### config.mk
export PLATFORM = sky130hd
export DESIGN_NAME = raptor64_shift_pipe
export DESIGN_NICKNAME = d
export VERILOG_FILES = /design/src/rtl/raptor64_shift_pkg.sv /design/src/rtl/raptor64_shift_stage.sv /design/src/rtl/raptor64_shift_pipe.sv
export SDC_FILE = /design/constraint.sdc
export NUM_CORES = 1
export LEC_CHECK = 0
export ABC_CLOCK_PERIOD_IN_PS = 12500
export CAP_MARGIN = 20
export CORE_ASPECT_RATIO = 0.9
export CORE_MARGIN = 2
export CORE_UTILIZATION = 38
export CTS_BUF_LIST = sky130_fd_sc_hd__clkbuf_16
export CTS_CLUSTER_DIAMETER = 80
export CTS_CLUSTER_SIZE = 8
export DETAILED_ROUTE_END_ITERATION = 12
export PLACE_DENSITY_LB_ADDON = 0.15
export SKIP_LAST_GASP = 1
export SYNTH_ARGS = -nofsm -noshare
export SYNTH_HDL_FRONTEND = slang
export SYNTH_SLANG_ARGS = --single-unit
### constraint.sdc
create_clock -name clk_i -period 12.5 [get_ports clk_i]
set_input_delay 2.5 -clock clk_i [delete_from_list [all_inputs] [get_ports clk_i]]
set_output_delay 2.5 -clock clk_i [all_outputs]
set_load 0.05 [all_outputs]
### src/rtl/raptor64_shift_pkg.sv
// Shared types and helpers for the Raptor64 pipelined shift/rotate unit.
// Funnel ops are built only when RAPTOR64_SHIFT_FUNNEL_EN is defined.
package raptor64_shift_pkg;

  typedef enum logic [2:0] {
    OP_SHL   = 3'd0,
    OP_SHRU  = 3'd1,
    OP_SHR   = 3'd2,
    OP_ROL   = 3'd3,
    OP_ROR   = 3'd4,
    OP_ROLAM = 3'd5,
    OP_FSHL  = 3'd6,
    OP_FSHR  = 3'd7
  } shift_op_e;

  // Number of binary rotate levels needed for a given operand width.
  function automatic int shift_levels(input int wid);
    return $clog2(wid);
  endfunction

  function automatic logic is_right(input shift_op_e op);
    return (op == OP_SHRU) || (op == OP_SHR) || (op == OP_ROR) || (op == OP_FSHR);
  endfunction

endpackage

### src/rtl/raptor64_shift_stage.sv
// One pipeline stage of the shift unit: a slice of rotate levels plus its valid/advance logic.
// The last stage also merges fill and mask; RAPTOR64_SHIFT_FUNNEL_EN adds the funnel operand path.
module raptor64_shift_stage
  import raptor64_shift_pkg::*;
#(
  parameter int WID   = 64,
  parameter int TAGW  = 6,
  parameter int FIRST = 0,
  parameter int CNT   = 1,
  parameter bit LAST  = 1'b0,
  localparam int AW   = shift_levels(WID)
) (
  input  logic            clk,
  input  logic            rst_n,
  input  logic            in_valid,
  output logic            in_ready,
  input  shift_op_e       in_op,
  input  logic [WID-1:0]  in_res,
`ifdef RAPTOR64_SHIFT_FUNNEL_EN
  input  logic [WID-1:0]  in_c,
`endif
  input  logic [AW-1:0]   in_r,
  input  logic [WID-1:0]  in_fmask,
  input  logic            in_sign,
  input  logic [WID-1:0]  in_mask,
  input  logic [TAGW-1:0] in_tag,
  output logic            out_valid,
  input  logic            out_ready,
  output shift_op_e       out_op,
  output logic [WID-1:0]  out_res,
`ifdef RAPTOR64_SHIFT_FUNNEL_EN
  output logic [WID-1:0]  out_c,
`endif
  output logic [AW-1:0]   out_r,
  output logic [WID-1:0]  out_fmask,
  output logic            out_sign,
  output logic [WID-1:0]  out_mask,
  output logic [TAGW-1:0] out_tag,
  output logic            out_err
);

  logic            valid_reg;
  logic            load;
  logic [WID-1:0]  res_reg, res_next;
  logic            err_reg, err_next;
  logic [TAGW-1:0] tag_reg;
  shift_op_e       op_reg;
  logic [AW-1:0]   r_reg;
  logic [WID-1:0]  fmask_reg;
  logic            sign_reg;
  logic [WID-1:0]  mask_reg;

  logic [WID-1:0]  a_lvl [0:CNT];
`ifdef RAPTOR64_SHIFT_FUNNEL_EN
  logic [WID-1:0]  c_lvl [0:CNT];
  logic [WID-1:0]  c_reg;
`endif

  // A stage takes new data whenever it is empty or its contents move on this edge.
  assign load      = !valid_reg || out_ready;
  assign in_ready  = load;
  assign out_valid = valid_reg;

  assign a_lvl[0] = in_res;
`ifdef RAPTOR64_SHIFT_FUNNEL_EN
  assign c_lvl[0] = in_c;
`endif

  for (genvar gi = 0; gi < CNT; gi++) begin : g_lvl
    localparam int SH = 1 << (FIRST + gi);
    assign a_lvl[gi+1] = in_r[FIRST+gi] ? ((a_lvl[gi] << SH) | (a_lvl[gi] >> (WID - SH)))
                                        : a_lvl[gi];
`ifdef RAPTOR64_SHIFT_FUNNEL_EN
    assign c_lvl[gi+1] = in_r[FIRST+gi] ? ((c_lvl[gi] << SH) | (c_lvl[gi] >> (WID - SH)))
                                        : c_lvl[gi];
`endif
  end

  // Fill mask marks the bits that wrapped around; they are replaced by the fill source.
  always_comb begin
    res_next = a_lvl[CNT];
    err_next = 1'b0;
    if (LAST) begin
      case (in_op)
        OP_SHL, OP_SHRU: res_next = a_lvl[CNT] & ~in_fmask;
        OP_SHR:          res_next = (a_lvl[CNT] & ~in_fmask) | ({WID{in_sign}} & in_fmask);
        OP_ROLAM:        res_next = a_lvl[CNT] & in_mask;
`ifdef RAPTOR64_SHIFT_FUNNEL_EN
        OP_FSHL, OP_FSHR: res_next = (a_lvl[CNT] & ~in_fmask) | (c_lvl[CNT] & in_fmask);
`else
        OP_FSHL, OP_FSHR: begin
          res_next = '0;
          err_next = 1'b1;
        end
`endif
        default:         res_next = a_lvl[CNT];
      endcase
    end
  end

  always_ff @(posedge clk or negedge rst_n) begin
    if (!rst_n) begin
      valid_reg <= 1'b0;
    end else if (load) begin
      valid_reg <= in_valid;
    end
  end

  always_ff @(posedge clk or negedge rst_n) begin
    if (!rst_n) begin
      res_reg <= '0;
      tag_reg <= '0;
      err_reg <= 1'b0;
    end else if (load && in_valid) begin
      res_reg <= res_next;
      tag_reg <= in_tag;
      err_reg <= err_next;
    end
  end

  always_ff @(posedge clk) begin
    if (load && in_valid) begin
      op_reg    <= in_op;
      r_reg     <= in_r;
      fmask_reg <= in_fmask;
      sign_reg  <= in_sign;
      mask_reg  <= in_mask;
`ifdef RAPTOR64_SHIFT_FUNNEL_EN
      c_reg     <= c_lvl[CNT];
`endif
    end
  end

  assign out_op    = op_reg;
  assign out_res   = res_reg;
  assign out_r     = r_reg;
  assign out_fmask = fmask_reg;
  assign out_sign  = sign_reg;
  assign out_mask  = mask_reg;
  assign out_tag   = tag_reg;
  assign out_err   = err_reg;
`ifdef RAPTOR64_SHIFT_FUNNEL_EN
  assign out_c     = c_reg;
`endif

endmodule

### src/rtl/raptor64_shift_pipe.sv
// Pipelined shift/rotate unit: STAGES register stages, in-order, tagged, valid/ready on both sides.
// Define RAPTOR64_SHIFT_FUNNEL_EN to execute FSHL/FSHR; otherwise they return err_o=1.
module raptor64_shift_pipe
  import raptor64_shift_pkg::*;
#(
  parameter int WID    = 64,
  parameter int STAGES = 2,
  parameter int TAGW   = 6,
  localparam int AW    = shift_levels(WID)
) (
  input  logic            clk_i,
  input  logic            rst_ni,
  input  logic            in_valid_i,
  output logic            in_ready_o,
  input  logic [2:0]      op_i,
  input  logic [WID-1:0]  a_i,
  input  logic [WID-1:0]  c_i,
  input  logic [AW-1:0]   amt_i,
  input  logic [WID-1:0]  mask_i,
  input  logic [TAGW-1:0] tag_i,
  output logic            out_valid_o,
  input  logic            out_ready_i,
  output logic [WID-1:0]  o_o,
  output logic [TAGW-1:0] tag_o,
  output logic            err_o
);

  localparam int PER = (AW + STAGES - 1) / STAGES;
  localparam logic [WID-1:0] ONES = '1;

  shift_op_e       op_in;
  logic [AW-1:0]   r_in;
  logic [WID-1:0]  fmask_in;

  logic            v_s     [0:STAGES];
  logic            rdy_s   [0:STAGES];
  shift_op_e       op_s    [0:STAGES];
  logic [WID-1:0]  res_s   [0:STAGES];
  logic [AW-1:0]   r_s     [0:STAGES];
  logic [WID-1:0]  fmask_s [0:STAGES];
  logic            sign_s  [0:STAGES];
  logic [WID-1:0]  mask_s  [0:STAGES];
  logic [TAGW-1:0] tag_s   [0:STAGES];
  logic            err_s   [1:STAGES];
`ifdef RAPTOR64_SHIFT_FUNNEL_EN
  logic [WID-1:0]  c_s     [0:STAGES];
`else
  logic            c_unused;
  assign c_unused = ^c_i;
`endif

  assign op_in = shift_op_e'(op_i);

  // Right ops become a left rotate by (WID - amt) mod WID; FSHR at amt=0 keeps a.
  always_comb begin
    r_in     = is_right(op_in) ? (AW'(0) - amt_i) : amt_i;
    fmask_in = '0;
    case (op_in)
      OP_SHL, OP_FSHL:  fmask_in = ~(ONES << amt_i);
      OP_SHRU, OP_SHR:  fmask_in = ~(ONES >> amt_i);
      OP_FSHR:          fmask_in = (amt_i == '0) ? '0 : (ONES >> amt_i);
      default:          fmask_in = '0;
    endcase
  end

  assign v_s[0]     = in_valid_i;
  assign op_s[0]    = op_in;
  assign res_s[0]   = a_i;
  assign r_s[0]     = r_in;
  assign fmask_s[0] = fmask_in;
  assign sign_s[0]  = a_i[WID-1];
  assign mask_s[0]  = mask_i;
  assign tag_s[0]   = tag_i;
`ifdef RAPTOR64_SHIFT_FUNNEL_EN
  assign c_s[0]     = c_i;
`endif

  assign rdy_s[STAGES] = out_ready_i;
  assign in_ready_o    = rdy_s[0];

  for (genvar gi = 0; gi < STAGES; gi++) begin : g_stage
    localparam int FIRST = gi * PER;
    localparam int LEFT  = (AW > FIRST) ? (AW - FIRST) : 0;
    localparam int CNT   = (LEFT > PER) ? PER : LEFT;

    raptor64_shift_stage #(
      .WID   (WID),
      .TAGW  (TAGW),
      .FIRST (FIRST),
      .CNT   (CNT),
      .LAST  (gi == STAGES - 1)
    ) u_stage (
      .clk       (clk_i),
      .rst_n     (rst_ni),
      .in_valid  (v_s[gi]),
      .in_ready  (rdy_s[gi]),
      .in_op     (op_s[gi]),
      .in_res    (res_s[gi]),
`ifdef RAPTOR64_SHIFT_FUNNEL_EN
      .in_c      (c_s[gi]),
`endif
      .in_r      (r_s[gi]),
      .in_fmask  (fmask_s[gi]),
      .in_sign   (sign_s[gi]),
      .in_mask   (mask_s[gi]),
      .in_tag    (tag_s[gi]),
      .out_valid (v_s[gi+1]),
      .out_ready (rdy_s[gi+1]),
      .out_op    (op_s[gi+1]),
      .out_res   (res_s[gi+1]),
`ifdef RAPTOR64_SHIFT_FUNNEL_EN
      .out_c     (c_s[gi+1]),
`endif
      .out_r     (r_s[gi+1]),
      .out_fmask (fmask_s[gi+1]),
      .out_sign  (sign_s[gi+1]),
      .out_mask  (mask_s[gi+1]),
      .out_tag   (tag_s[gi+1]),
      .out_err   (err_s[gi+1])
    );
  end

  assign out_valid_o = v_s[STAGES];
  assign o_o         = res_s[STAGES];
  assign tag_o       = tag_s[STAGES];
  assign err_o       = err_s[STAGES];

endmodule

==> run_results.csv, run 1 <==
group,metric,value,unit
finish,multi_input_area,8630,µm²
clocking,cts_resized,0,
finish,layout_commonest_cell,"clkdlybuf4s50_1",
sta,fmax,155.4,MHz
finish,area_growth,21.62,%
drt,wl_per_cell,25.25,µm
pwr,power_density,169.5,nW/µm²
worst_hold_path,hold_path_class,"reg -> reg",
worst_setup_path,crit_slowest_cell,"clkdlybuf4s50_1",
worst_setup_path,crit_family,"buffers and inverters",
logic_synthesis,syn_inst,1508,
grt,grt_max_degree,96,
drt,drtAntennaViolNets,0,
sta,maxSlewViolCount,0,
floorplanning,core_area,44300,µm²
drt,wl,57250,µm
drt,remaining_drc_errors,0,
finish,nNetsFinal,1860,
place,gp_congestion,0.8713,
grt,grt.overflow.total,0,
drt,vias,13710,
job,maxCapViolCount,0,
sta,fin_crit,6436,ps
sta,rsz0062_at_grt,"no",
sta,hold_viol,0,
grt,grt_pass1_wl,85100,µm
logic_synthesis,avgSynthCellArea,11.35,µm²
pwr,peakVddDrop,0.08326,mV
grt,met2_usage,35.93,%
logic_synthesis,synth_edf_count,135,
grt,use_met1,34.99,%
drt,first_pass_iters,5,
worst_setup_path,crit_type,"in -> out",
logic_synthesis,yosys_warnings,0,
logic_synthesis,syn_area,17110,µm²
floorplanning,die_width,227.7,µm
worst_setup_path,crit_top_cell,"clkdlybuf4s50_1",
clocking,post-cts-setup-buffers,0,
logic_synthesis,syn_nets,1726,
grt,antenna_found_initial,2,
pwr,finalPower,3527,µW
clocking,clk_pin_slew,50,ps
clocking,htreeDepth,2,
clocking,numClockSinks,278,
logic_synthesis,seq_area_frac_synth,44.61,%
sta,finClkSkew,31.63,ps
place,portBuffers,219,
sta,fin_crit_sh,51.49,%
logic_synthesis,async_flop_share,51.44,%
finish,fillCellCount,4094,
clocking,cts_buffers,40,
worst_setup_path,critPathRequiredTime,10000,ps
worst_setup_path,start_kind,"input pin",
drt,drt_iter0_markers,1779,
floorplanning,row_count,73,
grt,grt_pass1_vias,13380,
sta,slew_headroom,26.25,%
floorplanning,fp.dieArea,46740,µm²
clocking,clkLatencyLatePin,560,ps
worst_setup_path,r2r-start,"g_stage[0].u_stage.out_valid",
worst_setup_path,crit_buf_inv,2,
worst_setup_path,crit_path_end_kind,"output pin",
worst_setup_path,cp.arrival,3940,ps
grt,top_usage_layer,"met2",
clocking,cts_hold_buf,0,
floorplanning,die_h,205.3,µm
grt,use_met3,6.754,%
clocking,root_buffer,"clkbuf_16",
pwr,total_leakage_power,0.007826,µW
worst_hold_path,worstHoldStart,"g_stage[0].u_stage.out_tag[1]",
finish,drive_above_1_share,16.98,%
clocking,clockBufferDepth,3,
floorplanning,initial_core_util,38.62,%
clocking,cts_tree,"done",
grt,track_usage,24.52,%
finish,diodes,0,
drt,vias_per_cell,6.047,
place,dpl.hpwl,39730,µm
worst_setup_path,critPathLaunch,"out_ready_i",
worst_setup_path,reg2reg_slack,9500,ps
sta,tns,0,ps
worst_setup_path,crit_chain,"clkdlybuf4s50_1 > nand3b_1 > clkdlybuf4s50_1",
worst_setup_path,cp_slowest_stage_delay,820,ps
sta,tightest_slew,1106,ps
floorplanning,io_pins,284,
logic_synthesis,ys_types,55,
logic_synthesis,ys_ff_latch,278,
logic_synthesis,ys.flop_type,"dfrtp_1",
finish,most-common-layout-cells,"clkdlybuf4s50_1, nand2_1, dfrtp_1, edfxtp_1, mux4_2",
sta,setup_viol,0,
worst_setup_path,crit_fanout,3,
finish,regArea,7632,µm²
status,status,"complete, no violations",
[cells by family (layout without fill, tap and decap cells)]
family	after synthesis	count (layout)	synth area share, %
AOI/OAI and AO/OA	438	438	18.20
xor gates and xnor gates	7	7	0.4461
adders and majority gates	7	7	0.5119
buffers and inverters	221	380	5.214
DFF	278	278	44.61
muxes	202	202	21.72
and+or+nand+nor	355	355	9.302
[layout make-up]
type	count	area share, %
clock inverters	27	0.6494
repair buffers	243	11.49
flip-flops and latches	278	36.68
clock buffers	40	4.811
inverters	70	1.287
multi-input cells	1009	41.47
well taps	600	3.608
[worst min-delay path, cell delays in order, from the launching register on]
cell	delay [ps]
dfrtp_1	330
nand2_1	50
nand2_1	60
[cells in the mapped netlist (all sizes together), types with 2 or more instances]
library cell | instances | area (µm²)
nand3b | 2 | 15.01
xnor2 | 4 | 35.03
o31a | 2 | 17.52
nand2b | 6 | 37.54
nand2 | 215 | 807.0
nand3 | 4 | 20.02
a21oi | 13 | 65.06
o221ai | 101 | 884.6
or3 | 2 | 12.51
a21o | 4 | 30.03
a21boi | 65 | 488.0
ha | 7 | 87.58
o32a | 2 | 20.02
and3 | 2 | 12.51
a2bb2oi | 4 | 35.03
mux2i | 3 | 30.03
o22ai | 71 | 444.2
buf | 33 | 186.4
or2 | 5 | 31.28
mux2 | 71 | 803.3
a211o | 2 | 17.52
o21a | 2 | 15.01
nor2 | 34 | 127.6
clkbuf | 118 | 442.9
nor2b | 66 | 412.9
nor3 | 9 | 45.04
a22oi | 65 | 488.0
a32oi | 4 | 35.03
o31ai | 2 | 15.01
a31oi | 3 | 18.77
nor4 | 2 | 12.51
edfxtp | 135 | 4054
dfrtp | 143 | 3578
inv | 69 | 259.0
o21ai | 85 | 425.4
nor3b | 2 | 15.01
xor2 | 2 | 17.52
mux4 | 128 | 2883
o211ai | 4 | 30.03
a221o | 3 | 30.03
and2 | 4 | 25.02
[power by group]
group	switching [µW]	internal [µW]	leakage, µW
registers	162	1130	0.00313
logic	731	515	0.00406
clock network	416	576	0.000642
[state kept, by name, summed over array words and instances, names as in the netlist]
name                       flops
g_stage.u_stage.out_err        1
g_stage.u_stage.out_valid      2
g_stage.u_stage.out_fmask     64
g_stage.u_stage.out_tag       12
g_stage.u_stage.out_mask      64
g_stage.u_stage.out_sign       1
g_stage.u_stage.out_op         3
g_stage.u_stage.out_res      128
g_stage.u_stage.out_r          3
[path summary, 6_finish.rpt]
check	endpoint	cells past startpoint
max	in_ready_o	3
min	g_stage[0].u_stage.out_tag[1]	2
max reg2reg	g_stage[0].u_stage.out_res[22]	7
min reg2reg	g_stage[0].u_stage.out_tag[1]	2
max in group asynchronous	g_stage[1].u_stage.out_tag[4]	2
min in group asynchronous	g_stage[1].u_stage.out_res[22]	1
[metrics by stage]
stage	setup WS, ps	area (µm²)	hold WS [ps]	util (%)	std cells
2_1_floorplan	4628	17110	441.7	-	1508
3_3_place_gp	6064	19640	459.7	44.34	2199
3_5_place_dp	6054	19640	467.1	44.34	2199
4_1_cts	6050	20780	476.9	46.91	2266
5_1_grt	6013	20810	500.7	46.97	2267
6_report	6064	20810	471.7	46.97	2267
[per-layer routing]
layer | vias up | wire [µm]
met1 | 6922 | 24260
met2 | 607 | 25270
met3 | 91 | 5801
li1 | 6088 | -
met4 | 0 | 1917
met5 | - | 0
Power figures use the tool's default switching activity.
==> run 2, diff against run 1 <==
- ABC_CLOCK_PERIOD_IN_PS: 12500 -> 5700
- clock period: 12.5 -> 5.7 ns (I/O delays scaled with it)
==> run 2 against run 1 <==
Utilization up 0.21 points. Final cell count up 0.31%. Non-clock buffer count up 3. Flip-flop and latch count unchanged. Register-to-register slack worse by 6500 ps. Global-route usage up 0.14 points. Sequential share of layout area down 0.16 points. Count of clock-buffer cells in the layout up 1. Highest routed layer unchanged.
==> run_results.csv, run 2 (synthesis gave the netlist of run 1 again) <==
group,metric,value,unit
floorplanning,initial_core_util,38.62,%
sta,fin_crit,3726,ps
worst_hold_path,hold_path_class,"reg -> reg",
drt,first_pass_iters,5,
drt,vias_per_cell,6.057,
sta,maxSlewViolCount,0,
drt,wl_per_cell,25.37,µm
worst_setup_path,cp.arrival,2590,ps
finish,largest_reg_flops,128,
clocking,clk_pin_slew,50,ps
pwr,pwr-share-seq,36.3,%
place,placed_cells,2202,
worst_setup_path,reg2reg_to,"g_stage[1].u_stage.out_res[11]",
drt,wl,57680,µm
worst_setup_path,r2r-start,"g_stage[0].u_stage.out_op[1]",
place,place_area,19680,µm²
floorplanning,io_pins,284,
grt,antenna_found_initial,5,
worst_setup_path,crit_fanout,3,
status,status,"complete, no violations",
pwr,switching_share,36.75,%
place,portBuffers,219,
finish,most-common-layout-cells,"clkdlybuf4s50_1, nand2_1, dfrtp_1, edfxtp_1, mux4_2",
grt,grt_max_degree,96,
sta,setup_viol,0,
sta,fmax,268.4,MHz
sta,fin_crit_sh,65.37,%
pwr,total_leakage_power,0.007870,µW
finish,area_growth,22.16,%
floorplanning,fp.dieArea,46740,µm²
job,maxCapViolCount,0,
drt,drt_iter0_markers,1535,
pwr,switchingPower,2872,µW
drt,drtAntennaViolNets,0,
worst_setup_path,start_kind,"input pin",
finish,final_area,20900,µm²
finish,final_core_util,47.18,%
grt,track_usage,24.66,%
clocking,clockBufferDepth,3,
worst_setup_path,crit_type,"in -> out",
worst_setup_path,cp_slowest_stage_delay,820,ps
clocking,htreeDepth,2,
clocking,post-cts-setup-buffers,0,
sta,finClkSkew,11.09,ps
finish,fin_cells,2274,
clocking,cts_hold_buf,0,
worst_setup_path,critPathRequiredTime,4560,ps
sta,hold_viol,0,
grt,grt_pass1_wl,85700,µm
floorplanning,die_width,227.7,µm
pwr,peakVddDrop,0.1817,mV
worst_setup_path,crit_slowest_cell,"clkdlybuf4s50_1",
worst_setup_path,crit_family,"buffers and inverters",
worst_setup_path,crit_chain,"clkdlybuf4s50_1 > nand3b_1 > clkdlybuf4s50_1",
grt,grt_pass1_vias,13240,
finish,drive_above_1_share,17.27,%
pwr,p_int,4943,µW
worst_hold_path,worstHoldPathCells,2,
clocking,cts_tree,"done",
clocking,numClockSinks,278,
worst_setup_path,crit_path_end_kind,"output pin",
finish,nNetsFinal,1864,
worst_setup_path,crit_buf_inv,2,
pwr,pwr-share-clk,28.9,%
floorplanning,die_h,205.3,µm
place,dpl.hpwl,40560,µm
clocking,root_buffer,"clkbuf_16",
sta,rsz0062_at_grt,"no",
floorplanning,core_area,44300,µm²
pwr,p_comb_share,34.8,%
pwr,finalPower,7815,µW
worst_setup_path,reg2reg_slack,2990,ps
drt,vias,13770,
clocking,cts_buffers,41,
sta,tightest_slew,1099,ps
worst_setup_path,r2r_cells,6,
clocking,clkLatencyLatePin,550,ps
place,gp_congestion,0.8963,
worst_setup_path,crit_top_cell,"clkdlybuf4s50_1",
sta,tns,0,ps
worst_hold_path,hold_end,"g_stage[0].u_stage.out_tag[3]",
finish,layout_commonest_cell,"clkdlybuf4s50_1",
drt,remaining_drc_errors,0,
clocking,cts_resized,0,
pwr,power_density,373.9,nW/µm²
grt,grt.overflow.total,0,
floorplanning,row_count,73,
worst_hold_path,worstHoldStart,"g_stage[0].u_stage.out_tag[3]",
sta,slew_headroom,26.72,%
-- run 2: power by group through the flow --
stage | clock network (µW) | logic (µW) | registers, µW
after floorplan | 0 | 1310 | 3160
after global placement | 0 | 2680 | 2850
after detailed placement | 0 | 2700 | 2860
after CTS | 2300 | 2720 | 2830
after global routing | 2390 | 2880 | 2870
final | 2260 | 2720 | 2840
-- run 2: per-layer routing --
metal | GRT usage (%) | wire length [µm] | up-vias
li1 | - | - | 6111
met1 | 37.35 | 25950 | 7020
met2 | 38.09 | 26380 | 590
met4 | 4.132 | 713 | 0
met5 | 0 | 0 | -
met3 | 3.513 | 4644 | 53
-- run 2: final cells by class --
type,count,area (µm²)
Fill cell,4124,23400
Multi-Input combinational cell,1009,8630
Sequential cell,278,7632
Timing Repair Buffer,246,2426
Clock buffer,41,1026
Tap cell,600,750.7
Inverter,70,267.8
Clock inverter,29,165.2
Antenna cell,1,2.502
-- run 2: worst max-delay path by stage --
stage                     depth (start not counted)         from                             end  slack [ps]
after detailed placement                          9     amt_i[1]  g_stage[0].u_stage.out_res[42]        1680
after global placement                            9     amt_i[1]  g_stage[0].u_stage.out_res[58]        1710
after global routing                              3  out_ready_i                      in_ready_o        1930
after CTS                                         3  out_ready_i                      in_ready_o        1960
after floorplan                                   6  out_ready_i  g_stage[0].u_stage.out_res[10]         990
final                                             3  out_ready_i                      in_ready_o        1970
-- run 2: worst min-delay path, delay by kind of cell, from the launching register on --
kind | cells | cell delay [ps]
flip-flops | 1 | 330
AND/OR/NAND/NOR | 2 | 110
-- run 2: stage by stage --
step | hold WS [ps] | setup slack (ps)
floorplan | 441.7 | 993.8
global placement | 459.4 | 1706
detailed placement | 465.0 | 1676
CTS | 477.6 | 1960
global route | 492.1 | 1931
finish | 469.0 | 1974
==> RTL change 1 (flow settings as in run 1) <==
Build with the macro `RAPTOR64_SHIFT_FUNNEL_EN` defined.
--- a/src/rtl/raptor64_shift_stage.sv
+++ b/src/rtl/raptor64_shift_stage.sv
@@ -1,5 +1,7 @@
 // One pipeline stage of the shift unit: a slice of rotate levels plus its valid/advance logic.
 // The last stage also merges fill and mask; RAPTOR64_SHIFT_FUNNEL_EN adds the funnel operand path.
+`define RAPTOR64_SHIFT_FUNNEL_EN
+
 module raptor64_shift_stage
   import raptor64_shift_pkg::*;
 #(
Formal check against the unedited RTL: not equivalent (Yosys sat finds a counterexample within 4 cycles, from zero or initial values and one cycle with rst_ni low).
==> RTL change 1 against run 1 <==
- largest cell class unchanged
- global-route usage increased by 1.5 points
- combinational power increased by 50%
- area after synthesis increased by 41%
- via count increased by 39%
- wire length increased by 52%
- sequential cell count increased by 63
- worst setup slack got worse by 0.052 ns
- total power increased by 34%
- final area increased by 39%
==> RTL change 1: results <==
outcome:
  status: "completed"
synthesis:
  ys_top_cells_by_count: "mux2i_1 (259), nand2_1 (204), edfxtp_1 (199)"
  synth_xor_area_share_pct: 0.280
  synth_compound_area_share_pct: 11.9
  synth_mux_area_share_pct: 34.9
  synth_adder_area_share_pct: 0.311
  yosysMostFrequentCell: "mux2i_1"
  synth_area_leaders: "edfxtp_1 (25%), mux4_2 (18%), dfrtp_1 (15%)"
  synth_fp_nets: 2302
  synth-main-ff-cell: "edfxtp_1"
  ys_seq_area_share_pct: 39.5
  synthCells: 2085
  synth_edf_count: 199
  yosysUniqueCellTypes: 61
  async_flop_share_pct: 41.6
cts:
  numCtsBuffers: 49
  insertion_delay_ns: 0.61
detailed_routing:
  routed.top_layer: "met5"
  met2_length_mm: 37.3
  dr_wl_met3_mm: 9.50
  drt-wirelength-per-cell_um: 27.9
  drt_wl_total_mm: 87.2
  wl_met1_mm: 38.3
  drt_iter0_drc: 2331
  first_pass_iters: 8
grt:
  grt_pass1_vias: 17900
  met1_usage_pct: 38.0
  grt_use_total_pct: 26.1
  antenna_found_initial: 8
  grt_max_degree: 114
  grt_util_met3_pct: 8.15
  grt_pass1_wl_mm: 126
  met2_usage_pct: 37.3
  top_usage_layer: "met1"
cells_and_area:
  seqCellArea_um2: 9530
  largest_register_ffs: 128
  drive_gt1_share_pct: 18.8
  nFillCells: 5790
  layout.nets: 2465
placement:
  io_buffers: 282
  hpwl_mm: 65.5
  place_inst: 3040
  dpl-instance-area_um2: 27400
  pre_cts_slack_ns: 5.70
  routabilityCongestion: 0.927
sta:
  slew_headroom_pct: 25.6
  clock_skew_ns: 0.0280
pwr:
  p_leak_nw: 10.7
  max-vdd-ir-drop_mv: 0.113
worst_setup_path:
  worst_ep_arrival_time_ns: 3.99
## RTL change 1: changes by cell type in the layout (fill, tap and decap cells not counted), sizes merged, moves of 64 or more
| cell | delta |
|---|---|
| a31oi | +66 |
| nand2b | +66 |
| mux2i | +256 |
| a221oi | +64 |
| edfxtp | +64 |
| a21oi | +79 |
| mux4 | +64 |
| o22ai | -65 |
| o21ai | +72 |
| o221ai | -68 |
| nor2 | +68 |
## RTL change 1: report_power, final
part	leakage, nW	switching (mW)	internal (mW)
registers	3.61	0.188	1.41
logic	6.34	1.08	0.796
clock network	0.788	0.533	0.705
total	10.7	1.80	2.91
## RTL change 1: worst paths after layout
| check | start | endpoint | slack (ns) | depth (start not counted) |
|---|---|---|---|---|
| max | out_ready_i | in_ready_o | 6.01 | 3 |
| min | g_stage[0].u_stage.out_tag[2]$_DFFE_PN0P_ | g_stage[0].u_stage.out_tag[2]$_DFFE_PN0P_ | 0.47 | 2 |
| max reg2reg | g_stage[0].u_stage.out_r[4]$_DFFE_PP_ | g_stage[1].u_stage.out_res[62]$_DFFE_PN0P_ | 8.87 | 7 |
| min reg2reg | g_stage[0].u_stage.out_tag[2]$_DFFE_PN0P_ | g_stage[0].u_stage.out_tag[2]$_DFFE_PN0P_ | 0.47 | 2 |
| max in group asynchronous | rst_ni | g_stage[1].u_stage.out_res[19]$_DFFE_PN0P_ | 9.09 | 2 |
| min in group asynchronous | rst_ni | g_stage[1].u_stage.out_res[27]$_DFFE_PN0P_ | 1.90 | 1 |
## RTL change 1: cell type report
cell class,instances,share of cell area (%)
Clock buffer,49,4.25
Inverter,8,0.130
Multi-Input combinational cell,1534,47.5
Tap cell,845,3.66
Sequential cell,341,33.0
Timing Repair Buffer,314,10.7
Clock inverter,34,0.637
Antenna cell,2,0.0173
==> RTL change 2 (config.mk and constraints of run 1) <==
Without the edit above. Reset style: synchronous (`rst_n`), changed in 2 clocked blocks.
--- a/src/rtl/raptor64_shift_stage.sv
+++ b/src/rtl/raptor64_shift_stage.sv
@@ -98,7 +98,7 @@
     end
   end
 
-  always_ff @(posedge clk or negedge rst_n) begin
+  always_ff @(posedge clk) begin
     if (!rst_n) begin
       valid_reg <= 1'b0;
     end else if (load) begin
@@ -106,7 +106,7 @@
     end
   end
 
-  always_ff @(posedge clk or negedge rst_n) begin
+  always_ff @(posedge clk) begin
     if (!rst_n) begin
       res_reg <= '0;
       tag_reg <= '0;
Function: changed (Yosys sat finds a counterexample within 4 cycles, from zero or initial values and one cycle with rst_ni low; the reset may be asserted at any time).
==> RTL change 2 against run 1 <==
- area after synthesis fell by 2.9%
- non-clock buffer count rose by 5
- final cell count rose by 7.3%
- highest routed layer unchanged
- total power fell by 19%
- worst setup slack got worse by 0.21 ns
- final area fell by 2.4%
- sequential cell count did not move
- largest power group unchanged
- wire length rose by 4.1%
- core utilization rose by 0.20 points
==> RTL change 2: results <==
cells_and_area:
  nFillCells: 4023
  drive_gt1_share_pct: 14.9
  largest_register_ffs: 128
  layout.nets: 2068
grt:
  grt_pass1_vias: 13700
  grt_max_degree: 78
  grt_pass1_wl_mm: 88.9
  grt_use_total_pct: 25.7
  antenna_found_initial: 2
cts:
  cts_resized: 0
  numCtsBuffers: 41
  clockRootBuffer: "clkbuf_16"
  clk_pin_slew_ns: 0.05
  cts_setup_buffers: 0
  htree_levels: 2
  clk_path_buf_depth: 3
  insertion_delay_ns: 0.56
synthesis:
  ys_seq_area_share_pct: 41.6
  ys_warn_count: 0
  synth_fp_nets: 1934
  synth_area_leaders: "edfxtp_1 (24%), dfxtp_1 (17%), a21oi_1 (9.2%)"
  synth_edf_count: 135
  yosysUniqueCellTypes: 57
  synth-main-ff-cell: "dfxtp_1"
  async_flop_share_pct: 0
  ys_top_cells_by_count: "a21oi_1 (305), o21ai_0 (172), nand2_1 (150)"
detailed_routing:
  drt_iter0_drc: 1892
  first_pass_iters: 5
  vias: 14800
  drt_wl_total_mm: 59.6
pwr:
  p_leak_nw: 7.59
  max-vdd-ir-drop_mv: 0.0835
  intPower_mw: 1.94
worst_setup_path:
  worst_ep_arrival_time_ns: 4.15
  rrSetupSlack_ns: 9.66
  cp_max_fo: 8
  max_stage_delay_ns: 0.83
  r2r-start: "g_stage[0].u_stage.out_valid$_SDFFE_PN0N_"
  path_delay_family: "buffers and inverters"
  critPathLaunchType: "input pin"
  crit_start: "out_ready_i"
  cpMaxStageDelayCell: "clkdlybuf4s50_1"
placement:
  routabilityCongestion: 0.892
  io_buffers: 219
  hpwl_mm: 42.2
outcome:
  status: "completed"
sta:
  tightest_slew_ns: 1.03
  clock_skew_ns: 0.0185
hold_path:
  hold_class: "reg -> reg"
  hp-start: "g_stage[1].u_stage.out_err$_SDFFE_PN0P_"
## RTL change 2: cell count changes after synthesis, moves of 61 or more
cell,delta
o221ai_1,-68
o21ai_0,+87
a21boi_0,-64
mux2i_1,+83
nor2b_1,-65
o22ai_1,-61
dfrtp_1,-143
nand2_1,-65
a21oi_1,+292
mux4_2,-64
dfxtp_1,+143
## RTL change 2: worst paths after layout
check	endpoint	cells after the start
setup / recovery	in_ready_o	4
hold / removal	g_stage[1].u_stage.out_err$_SDFFE_PN0P_	2
setup reg to reg	g_stage[0].u_stage.out_mask[26]$_DFFE_PP_	5
hold reg to reg	g_stage[1].u_stage.out_err$_SDFFE_PN0P_	2
## RTL change 2: logic make-up after synthesis
logic type | share of synthesized area, %
AO/OA/AOI/OAI | 23.7
XOR/XNOR | 0.361
flip-flops | 41.6
buffers and inverters | 5.42
adder cells (fa/ha/maj) | 0.527
multiplexers | 22.0
AND/OR/NAND/NOR | 6.32
## RTL change 2: per-layer routing
metal  global-route usage (%)  vias up  share of wire (%)
li1                         -     6758                  -
met1                     38.6     7330                 46
met2                     37.7      680                 43
met3                     3.95       81                8.3
met4                     8.47        0                2.9
met5                        0        -                  0
## RTL change 2: area by class of cell
cell class	instances	area (um2)	area share [%]
Clock inverter	28	136	0.671
Tap cell	555	694	3.42
Sequential cell	278	6920	34.0
Clock buffer	41	1030	5.05
Multi-Input combinational cell	1205	8850	43.6
Antenna cell	1	2.50	0.0123
Inverter	76	290	1.43
Timing Repair Buffer	248	2390	11.8
## RTL change 2: tightest hold or removal path, stage by stage, from the launching register on
cell and delay, ns:
dfxtp_1 0.30, nand2_1 0.05, a21oi_1 0.05
## RTL change 2: power by group through the flow
stage	clock [mW]	sequential, mW	combinational (mW)
after floorplan	0	1.15	0.436
after global placement	0	1.13	0.722
after detailed placement	0	1.13	0.729
after CTS	1.02	1.11	0.734
after global routing	1.06	1.12	0.785
final	1.01	1.11	0.739
## RTL change 2: stage by stage
step                total power, mW  hold slack [ns]  instances  setup slack [ns]  cell area [um2]
finish                         2.86            0.446       2432              5.85            20300
detailed placement             1.86            0.444       2362              5.87            19100
CTS                            2.87            0.450       2431              5.86            20300
global route                   2.96            0.473       2431              5.83            20300
floorplan                      1.58            0.432       1716              4.67            16600
global placement               1.85            0.437       2362              5.89            19100
